**src/rtl/inst_cache_pkg.sv**
```systemverilog
// Shared types and default widths for the direct-mapped instruction cache.
// Optional perf counters are enabled by defining ICACHE_PERF_EN.
package inst_cache_pkg;

  localparam int IC_ADDR_W  = 32;
  localparam int IC_DATA_W  = 32;
  localparam int IC_INDEX_W = 6;

  typedef enum logic {
    IC_IDLE = 1'b0,
    IC_MISS = 1'b1
  } ic_state_e;

endpackage

```
**src/rtl/inst_cache_if.sv**
```systemverilog
// Fetch-side and ram_controller-side signals of the instruction cache.
// slave is the cache view; master is the fetch stage plus memory.
interface inst_cache_if #(
  parameter int ADDR_WIDTH = 32,
  parameter int DATA_WIDTH = 32
);

  logic                  if_en_in;
  logic [ADDR_WIDTH-1:0] if_addr_in;
  logic                  if_clr_in;
  logic                  if_rdy_out;
  logic [DATA_WIDTH-1:0] if_inst_out;
  logic                  mem_en_out;
  logic [ADDR_WIDTH-1:0] mem_addr_out;
  logic                  mem_rdy_in;
  logic [DATA_WIDTH-1:0] mem_inst_in;

  modport slave (
    input  if_en_in,
    input  if_addr_in,
    input  if_clr_in,
    input  mem_rdy_in,
    input  mem_inst_in,
    output if_rdy_out,
    output if_inst_out,
    output mem_en_out,
    output mem_addr_out
  );

  modport master (
    output if_en_in,
    output if_addr_in,
    output if_clr_in,
    output mem_rdy_in,
    output mem_inst_in,
    input  if_rdy_out,
    input  if_inst_out,
    input  mem_en_out,
    input  mem_addr_out
  );

endinterface

```
**src/rtl/icache_array.sv**
```systemverilog
// Valid/tag/data storage: combinational read, synchronous write,
// synchronous clear of all valid bits on reset.
module icache_array #(
  parameter int INDEX_WIDTH = 6,
  parameter int TAG_WIDTH   = 24,
  parameter int DATA_WIDTH  = 32
) (
  input  logic                   clk_i,
  input  logic                   rst_i,
  input  logic [INDEX_WIDTH-1:0] rd_idx_i,
  output logic                   rd_valid_o,
  output logic [TAG_WIDTH-1:0]   rd_tag_o,
  output logic [DATA_WIDTH-1:0]  rd_data_o,
  input  logic                   we_i,
  input  logic [INDEX_WIDTH-1:0] wr_idx_i,
  input  logic [TAG_WIDTH-1:0]   wr_tag_i,
  input  logic [DATA_WIDTH-1:0]  wr_data_i
);

  localparam int LINES = 1 << INDEX_WIDTH;

  logic [LINES-1:0]      valid_q;
  logic [TAG_WIDTH-1:0]  tag_q  [LINES];
  logic [DATA_WIDTH-1:0] data_q [LINES];

  assign rd_valid_o = valid_q[rd_idx_i];
  assign rd_tag_o   = tag_q[rd_idx_i];
  assign rd_data_o  = data_q[rd_idx_i];

  always_ff @(posedge clk_i) begin
    if (rst_i) begin
      valid_q <= '0;
    end else if (we_i) begin
      valid_q[wr_idx_i] <= 1'b1;
    end
  end

  // Tag/data need no reset: valid gates every use.
  always_ff @(posedge clk_i) begin
    if (!rst_i && we_i) begin
      tag_q[wr_idx_i]  <= wr_tag_i;
      data_q[wr_idx_i] <= wr_data_i;
    end
  end

endmodule

```
**src/rtl/inst_cache.sv**
```systemverilog
// Direct-mapped one-word-per-line instruction cache in front of ram_controller.
// Define ICACHE_PERF_EN to add perf_hit_out / perf_miss_out counters.
module inst_cache
  import inst_cache_pkg::*;
#(
  parameter int ADDR_WIDTH  = IC_ADDR_W,
  parameter int DATA_WIDTH  = IC_DATA_W,
  parameter int INDEX_WIDTH = IC_INDEX_W
) (
  input  logic        clk_in,
  input  logic        rst_in,
  input  logic        rdy_in,
  inst_cache_if.slave bus
`ifdef ICACHE_PERF_EN
  ,
  output logic [31:0] perf_hit_out,
  output logic [31:0] perf_miss_out
`endif
);

  localparam int TAG_WIDTH = ADDR_WIDTH - INDEX_WIDTH - 2;

  ic_state_e             state_q, state_d;
  logic [ADDR_WIDTH-1:0] maddr_q, maddr_d;
  logic                  rdy_q, rdy_d;
  logic [DATA_WIDTH-1:0] inst_q, inst_d;
  logic                  flush_q, flush_d;
  logic                  fill;

  logic [INDEX_WIDTH-1:0] rd_idx;
  logic [TAG_WIDTH-1:0]   rd_tag;
  logic                   line_valid;
  logic [TAG_WIDTH-1:0]   line_tag;
  logic [DATA_WIDTH-1:0]  line_data;
  logic                   req;
  logic                   hit;
  logic                   unused_addr_lsb;

  assign rd_idx = bus.if_addr_in[INDEX_WIDTH+1:2];
  assign rd_tag = bus.if_addr_in[ADDR_WIDTH-1:INDEX_WIDTH+2];
  assign unused_addr_lsb = ^bus.if_addr_in[1:0];

  assign req = (state_q == IC_IDLE) && bus.if_en_in && !bus.if_clr_in;
  assign hit = line_valid && (line_tag == rd_tag);

  icache_array #(
    .INDEX_WIDTH (INDEX_WIDTH),
    .TAG_WIDTH   (TAG_WIDTH),
    .DATA_WIDTH  (DATA_WIDTH)
  ) u_array (
    .clk_i      (clk_in),
    .rst_i      (rst_in),
    .rd_idx_i   (rd_idx),
    .rd_valid_o (line_valid),
    .rd_tag_o   (line_tag),
    .rd_data_o  (line_data),
    .we_i       (fill && rdy_in),
    .wr_idx_i   (maddr_q[INDEX_WIDTH+1:2]),
    .wr_tag_i   (maddr_q[ADDR_WIDTH-1:INDEX_WIDTH+2]),
    .wr_data_i  (bus.mem_inst_in)
  );

  // Dropped in the fill cycle so ram_controller never sees a second start.
  assign bus.mem_en_out   = (state_q == IC_MISS) && !bus.mem_rdy_in;
  assign bus.mem_addr_out = maddr_q;
  assign bus.if_rdy_out   = rdy_q;
  assign bus.if_inst_out  = inst_q;

  always_comb begin
    state_d = state_q;
    maddr_d = maddr_q;
    rdy_d   = 1'b0;
    inst_d  = inst_q;
    flush_d = flush_q;
    fill    = 1'b0;
    unique case (state_q)
      IC_IDLE: begin
        if (req && hit) begin
          rdy_d  = 1'b1;
          inst_d = line_data;
        end else if (req) begin
          maddr_d = {bus.if_addr_in[ADDR_WIDTH-1:2], 2'b00};
          state_d = IC_MISS;
        end
      end
      IC_MISS: begin
        if (bus.if_clr_in) flush_d = 1'b1;
        if (bus.mem_rdy_in) begin
          fill    = 1'b1;
          flush_d = 1'b0;
          state_d = IC_IDLE;
          if (!flush_q && !bus.if_clr_in) begin
            rdy_d  = 1'b1;
            inst_d = bus.mem_inst_in;
          end
        end
      end
      default: state_d = IC_IDLE;
    endcase
  end

  always_ff @(posedge clk_in) begin
    if (rst_in) begin
      state_q <= IC_IDLE;
      maddr_q <= '0;
      rdy_q   <= 1'b0;
      inst_q  <= '0;
      flush_q <= 1'b0;
    end else if (rdy_in) begin
      state_q <= state_d;
      maddr_q <= maddr_d;
      rdy_q   <= rdy_d;
      inst_q  <= inst_d;
      flush_q <= flush_d;
    end
  end

`ifdef ICACHE_PERF_EN
  logic [31:0] hit_cnt_q;
  logic [31:0] miss_cnt_q;

  always_ff @(posedge clk_in) begin
    if (rst_in) begin
      hit_cnt_q  <= '0;
      miss_cnt_q <= '0;
    end else if (rdy_in) begin
      if (req && hit)  hit_cnt_q  <= hit_cnt_q + 32'd1;
      if (req && !hit) miss_cnt_q <= miss_cnt_q + 32'd1;
    end
  end

  assign perf_hit_out  = hit_cnt_q;
  assign perf_miss_out = miss_cnt_q;
`endif

endmodule

```
**src/flat_wrapper.sv**
```systemverilog
// flat-port wrapper written by rule: the top's interface ports become plain ports
module inst_cache_flat import inst_cache_pkg::*;
#(
  parameter int ADDR_WIDTH  = IC_ADDR_W,
  parameter int DATA_WIDTH  = IC_DATA_W,
  parameter int INDEX_WIDTH = IC_INDEX_W
)
  (clk_in, rst_in, rdy_in, bus_if_en_in, bus_if_addr_in, bus_if_clr_in, bus_mem_rdy_in, bus_mem_inst_in, bus_if_rdy_out, bus_if_inst_out, bus_mem_en_out, bus_mem_addr_out);
  inst_cache_if #(.ADDR_WIDTH(ADDR_WIDTH), .DATA_WIDTH(DATA_WIDTH)) bus_i ();
  input  logic clk_in;
  input  logic rst_in;
  input  logic rdy_in;
  input wire logic [$bits(bus_i.if_en_in)-1:0] bus_if_en_in;
  input wire logic [$bits(bus_i.if_addr_in)-1:0] bus_if_addr_in;
  input wire logic [$bits(bus_i.if_clr_in)-1:0] bus_if_clr_in;
  input wire logic [$bits(bus_i.mem_rdy_in)-1:0] bus_mem_rdy_in;
  input wire logic [$bits(bus_i.mem_inst_in)-1:0] bus_mem_inst_in;
  output wire logic [$bits(bus_i.if_rdy_out)-1:0] bus_if_rdy_out;
  output wire logic [$bits(bus_i.if_inst_out)-1:0] bus_if_inst_out;
  output wire logic [$bits(bus_i.mem_en_out)-1:0] bus_mem_en_out;
  output wire logic [$bits(bus_i.mem_addr_out)-1:0] bus_mem_addr_out;
  assign bus_i.if_en_in = bus_if_en_in;
  assign bus_i.if_addr_in = bus_if_addr_in;
  assign bus_i.if_clr_in = bus_if_clr_in;
  assign bus_i.mem_rdy_in = bus_mem_rdy_in;
  assign bus_i.mem_inst_in = bus_mem_inst_in;
  assign bus_if_rdy_out = bus_i.if_rdy_out;
  assign bus_if_inst_out = bus_i.if_inst_out;
  assign bus_mem_en_out = bus_i.mem_en_out;
  assign bus_mem_addr_out = bus_i.mem_addr_out;
  inst_cache #(.ADDR_WIDTH(ADDR_WIDTH), .DATA_WIDTH(DATA_WIDTH), .INDEX_WIDTH(INDEX_WIDTH)) u_core (.clk_in(clk_in), .rst_in(rst_in), .rdy_in(rdy_in), .bus(bus_i));
endmodule
```
**config.mk**
```make
export PLATFORM = sky130hd
export DESIGN_NAME = inst_cache_flat
export DESIGN_NICKNAME = d
export VERILOG_FILES = /design/src/rtl/inst_cache_pkg.sv /design/src/rtl/inst_cache_if.sv /design/src/rtl/icache_array.sv /design/src/rtl/inst_cache.sv /design/src/flat_wrapper.sv
export SDC_FILE = /design/constraint.sdc
export NUM_CORES = 2
export LEC_CHECK = 0
export CORE_ASPECT_RATIO = 0.8
export CORE_UTILIZATION = 56
export DETAILED_ROUTE_END_ITERATION = 10
export PLACE_DENSITY = 0.76
export REMOVE_ABC_BUFFERS = 1
export SYNTH_ARGS = -nofsm -noshare
export SYNTH_HDL_FRONTEND = slang
export SYNTH_SLANG_ARGS = --single-unit
```
**constraint.sdc**
```tcl
create_clock -name clk_in -period 4.2 [get_ports clk_in]
set_input_delay 0.42 -clock clk_in [delete_from_list [all_inputs] [get_ports clk_in]]
set_output_delay 0.42 -clock clk_in [all_outputs]
set_load 0.01 [all_outputs]
```
==> results.md <==
* Final Instance Area at 165300 um2
* Post-synthesis cell type count at 80
* WL final at 442.3 mm
* DRC viols at 2
* H-tree depth at 5
* Crit share post-route at 100.9%
* Synth async-reset ratio at 0%
* Register area share after synthesis at 76.95%
* Final setup fails at 4
* Share of cells above drive strength 1 at 31.70%
* # rows at 165
* Final slew viol count at 0
* Placer Congestion at 0.9195
* CTS root buf: clkbuf_16
* Worst-margin pin slew at 1.340 ns
* Clk Latency, worst-skew pair at 0.95 ns
* Fin nets at 7126
* WP data arrival at 5.04 ns
* Ys flop type: edfxtp_1
* Area grow syn2layout at 15.41%
* Internal at 59.59 mW
* Postcts setup bufs at 0
* DRT antenna net count at 0
* Placed cell areas at 153900 um2
* Slew HR at 10.67%
* Initial core utilization at 56.49%
* Cells after synthesis at 6316
* Clock Tree Buf Depth at 4
* Total GRT Usage at 34.20%
* Die W at 567.4 um
* TritonCTS clock tree: done
* Yosys reg bits at 3713
* Full die area at 257800 um2
* Tmin final at 4.236 ns
* CP Data Required Time at 5.00 ns
* Hpwl dp at 242.7 mm
* Hold WC Path Type: input port to register
* Worst setup margin at -0.03617 ns
* IO Pins at 136
* Largest net degree at the start of global routing at 125
* Violated checks: design-rule violations, negative setup slack
* Power Density at 458.3 nW/um2
* Setup CP Type: register to register
* First-pass GRT wire length at 602.2 mm
* Post-synth EDFFs at 3584
* Drt wl/cell at 41.40 um
* DR vias at 77910
* Clock transition at the registers of the reported paths at 0.07 ns
* Startpoint types: register
* Crit. End Element: register
* P_leak at 50.17 nW
* Max-cap violations at 0
* Switch Pwr at 16.15 mW
* Port bufs at 131
* Switching share of power at 21.33%
* Fraction of power consumed by sequential logic at 53.5%
* Core Util, Final at 65.20%
* Final Hold Viols at 0
* # fillers at 15420
* Vias in the first global route at 75990
* DR vias/cell at 7.292
* # clock sinks at 3713
* Final Skew at 0.07961 ns
* Initial antenna violation count at 12
* 1st-iter DRT viols at 15140
* Cell area after synthesis at 143200 um2
* Average cell area after synthesis at 22.68 um2
* Status: finished, violations left
* Clock share of power at 41.7%
* Max FO, Critical Path at 9
* DIE HEIGHT at 454.3 um
* First drt pass iteration count at 11
* Grt total ovfl at 0
* Fmax at 236.1 MHz
* Part of the power in combinational logic at 4.8%
* Core Area at 253500 um2
* CTS buffer count at 350
* Max VDD drop at 403.8 uV
* Synth warn at 0
[critical path, stage by stage, from the launching register on]
cell and delay, ns:
edfxtp_1 0.37, mux4_2 0.48, mux2i_1 0.28, nor3_1 0.14, o31ai_2 0.42, and3_1 0.28
o221ai_1 0.27, nor4_1 0.38, buf_4 0.26, and4_4 0.31, buf_12 0.20, a21boi_1 0.15
buf_4 0.25, a221oi_1 0.33
[metrics by stage]
step           cells  power [mW]  TNS (ns)  hold WS [ns]  setup slack [ns]
5_1_grt        10680       77.15  -0.01996       0.06691          -0.01996
3_3_place_gp   10040       44.75    -37.52        0.4549           -0.7991
6_report       10680       75.75  -0.07215       0.06819          -0.03617
4_1_cts        10680       75.70         0      0.009840           0.04577
3_5_place_dp   10040       44.83    -36.62        0.4636           -0.7651
2_1_floorplan   5943       42.84  -3374.72        0.4453            -4.490
[synthesized netlist by cell type, types with 11 or more instances]
cell type | instances | area, um2
nor2_1 | 128 | 480.5
o22ai_1 | 104 | 650.6
nor2b_1 | 40 | 250.2
nand2_1 | 84 | 315.3
buf_2 | 108 | 540.5
a31oi_1 | 16 | 100.1
nand3b_1 | 41 | 307.8
a211oi_1 | 11 | 82.58
a2111oi_1 | 28 | 280.3
buf_4 | 50 | 375.4
a221oi_1 | 15 | 131.4
nand3_1 | 20 | 100.1
mux4_2 | 1027 | 23130
buf_6 | 32 | 360.4
nor3_1 | 17 | 85.08
buf_1 | 35 | 131.4
a21oi_1 | 64 | 320.3
inv_1 | 77 | 289.0
o21ai_0 | 67 | 335.3
edfxtp_1 | 3584 | 107600
clkbuf_1 | 141 | 529.3
mux2i_1 | 139 | 1391
a22oi_1 | 52 | 390.4
mux2_2 | 21 | 236.5
o41ai_1 | 12 | 105.1
nand2b_1 | 80 | 500.5
and3_1 | 21 | 131.4
dfxtp_1 | 129 | 2582
[layout make-up]
class | count | area [um2] | share of cell area [%]
inverters | 80 | 310.3 | 0.1877
clock inverters | 196 | 1893 | 1.145
well taps | 3340 | 4179 | 2.528
clock buffers | 438 | 9336 | 5.649
diodes | 6 | 15.01 | 0.009084
multi-input cells | 2150 | 31230 | 18.89
repair buffers | 761 | 8084 | 4.891
flip-flops and latches | 3713 | 110200 | 66.70
[path summary, 6_finish.rpt]
| kind | start | end | slack [ns] | depth (start not counted) |
|---|---|---|---|---|
| setup / recovery | u_core.u_array.tag_q[15][1] | u_core.bus.if_inst_out[24] | -0.04 | 13 |
| hold / removal | bus_mem_inst_in[23] | u_core.u_array.data_q[34][23] | 0.07 | 1 |
| setup reg to reg | u_core.u_array.tag_q[15][1] | u_core.bus.if_inst_out[24] | -0.04 | 13 |
| hold reg to reg | u_core.u_array.valid_q[36] | u_core.u_array.valid_q[36] | 0.47 | 2 |
[power groups by stage]
stage	Clock, mW	Combinational (mW)	Sequential [mW]
after CTS	31.6	3.57	40.5
after floorplan	0	1.46	41.4
after global routing	32.9	3.75	40.5
after detailed placement	0	3.50	41.3
final	31.6	3.66	40.5
after global placement	0	3.42	41.3
[cells in the final DEF (no fill, tap or decap), types with 15 or more instances in the layout]
cell,netlist,final
nor2b_1,40,39
a31oi_1,16,16
nor2_4,0,66
clkinv_1,2,68
nand3b_1,41,41
and3_1,21,21
clkbuf_1,141,70
a21oi_1,64,64
nand2b_1,80,79
clkinv_2,0,59
bufinv_16,0,28
o21ai_0,67,67
a221oi_1,15,15
buf_4,50,453
nor3_1,17,17
o22ai_1,104,104
clkbuf_16,0,356
dfxtp_1,129,104
nand3_1,20,19
buf_2,108,31
mux2_2,21,21
clkinvlp_4,0,16
inv_1,77,75
buf_12,1,173
nand2_1,84,84
a22oi_1,52,52
clkdlybuf4s50_1,0,93
nor2_1,128,62
mux4_2,1027,1027
mux2i_1,139,139
dfxtp_2,0,24
edfxtp_1,3584,3584
a2111oi_1,28,28
[timing repair]
action                                  CTS  global route
hold endpoints to repair                 78             0
gates cloned                              0             0
resized for setup                         2             9
pin swaps                                 0             2
hold buffers                              6             0
endpoints found under the setup margin    5             8
[flip-flops by register name, indices dropped and copies added, names as in the netlist]
| register | flops |
|---|---|
| u_core.bus.mem_addr_out | 30 |
| u_core.u_array.tag_q | 1536 |
| u_core.flush_q | 1 |
| u_core.u_array.data_q | 2048 |
| u_core.bus.if_rdy_out | 1 |
| u_core.bus.if_inst_out | 32 |
| u_core.u_array.valid_q | 64 |
| u_core.state_q | 1 |
[cells by family (layout without fill, tap and decap cells)]
kind of cell	Yosys count	count (layout)	share of synthesized area, %
AO/OA/AOI/OAI	462	462	2.231
XOR/XNOR	12	12	0.07339
buffers and inverters	454	1475	1.649
flip-flops	3713	3713	76.95
multiplexers	1187	1187	17.29
other	1	8	0.002618
AND/OR/NAND/NOR	487	487	1.806
[metal layers]
| metal | vias up | track usage [%] | part of all wire [%] |
|---|---|---|---|
| met5 | - | 0 | 0.0093 |
| met4 | 8 | 16.06 | 5.6 |
| met3 | 1351 | 11.32 | 16 |
| met2 | 7893 | 50.56 | 44 |
| met1 | 40290 | 46.58 | 34 |
| li1 | 28370 | - | - |
No activity file was read; power rests on OpenSTA's default activity.
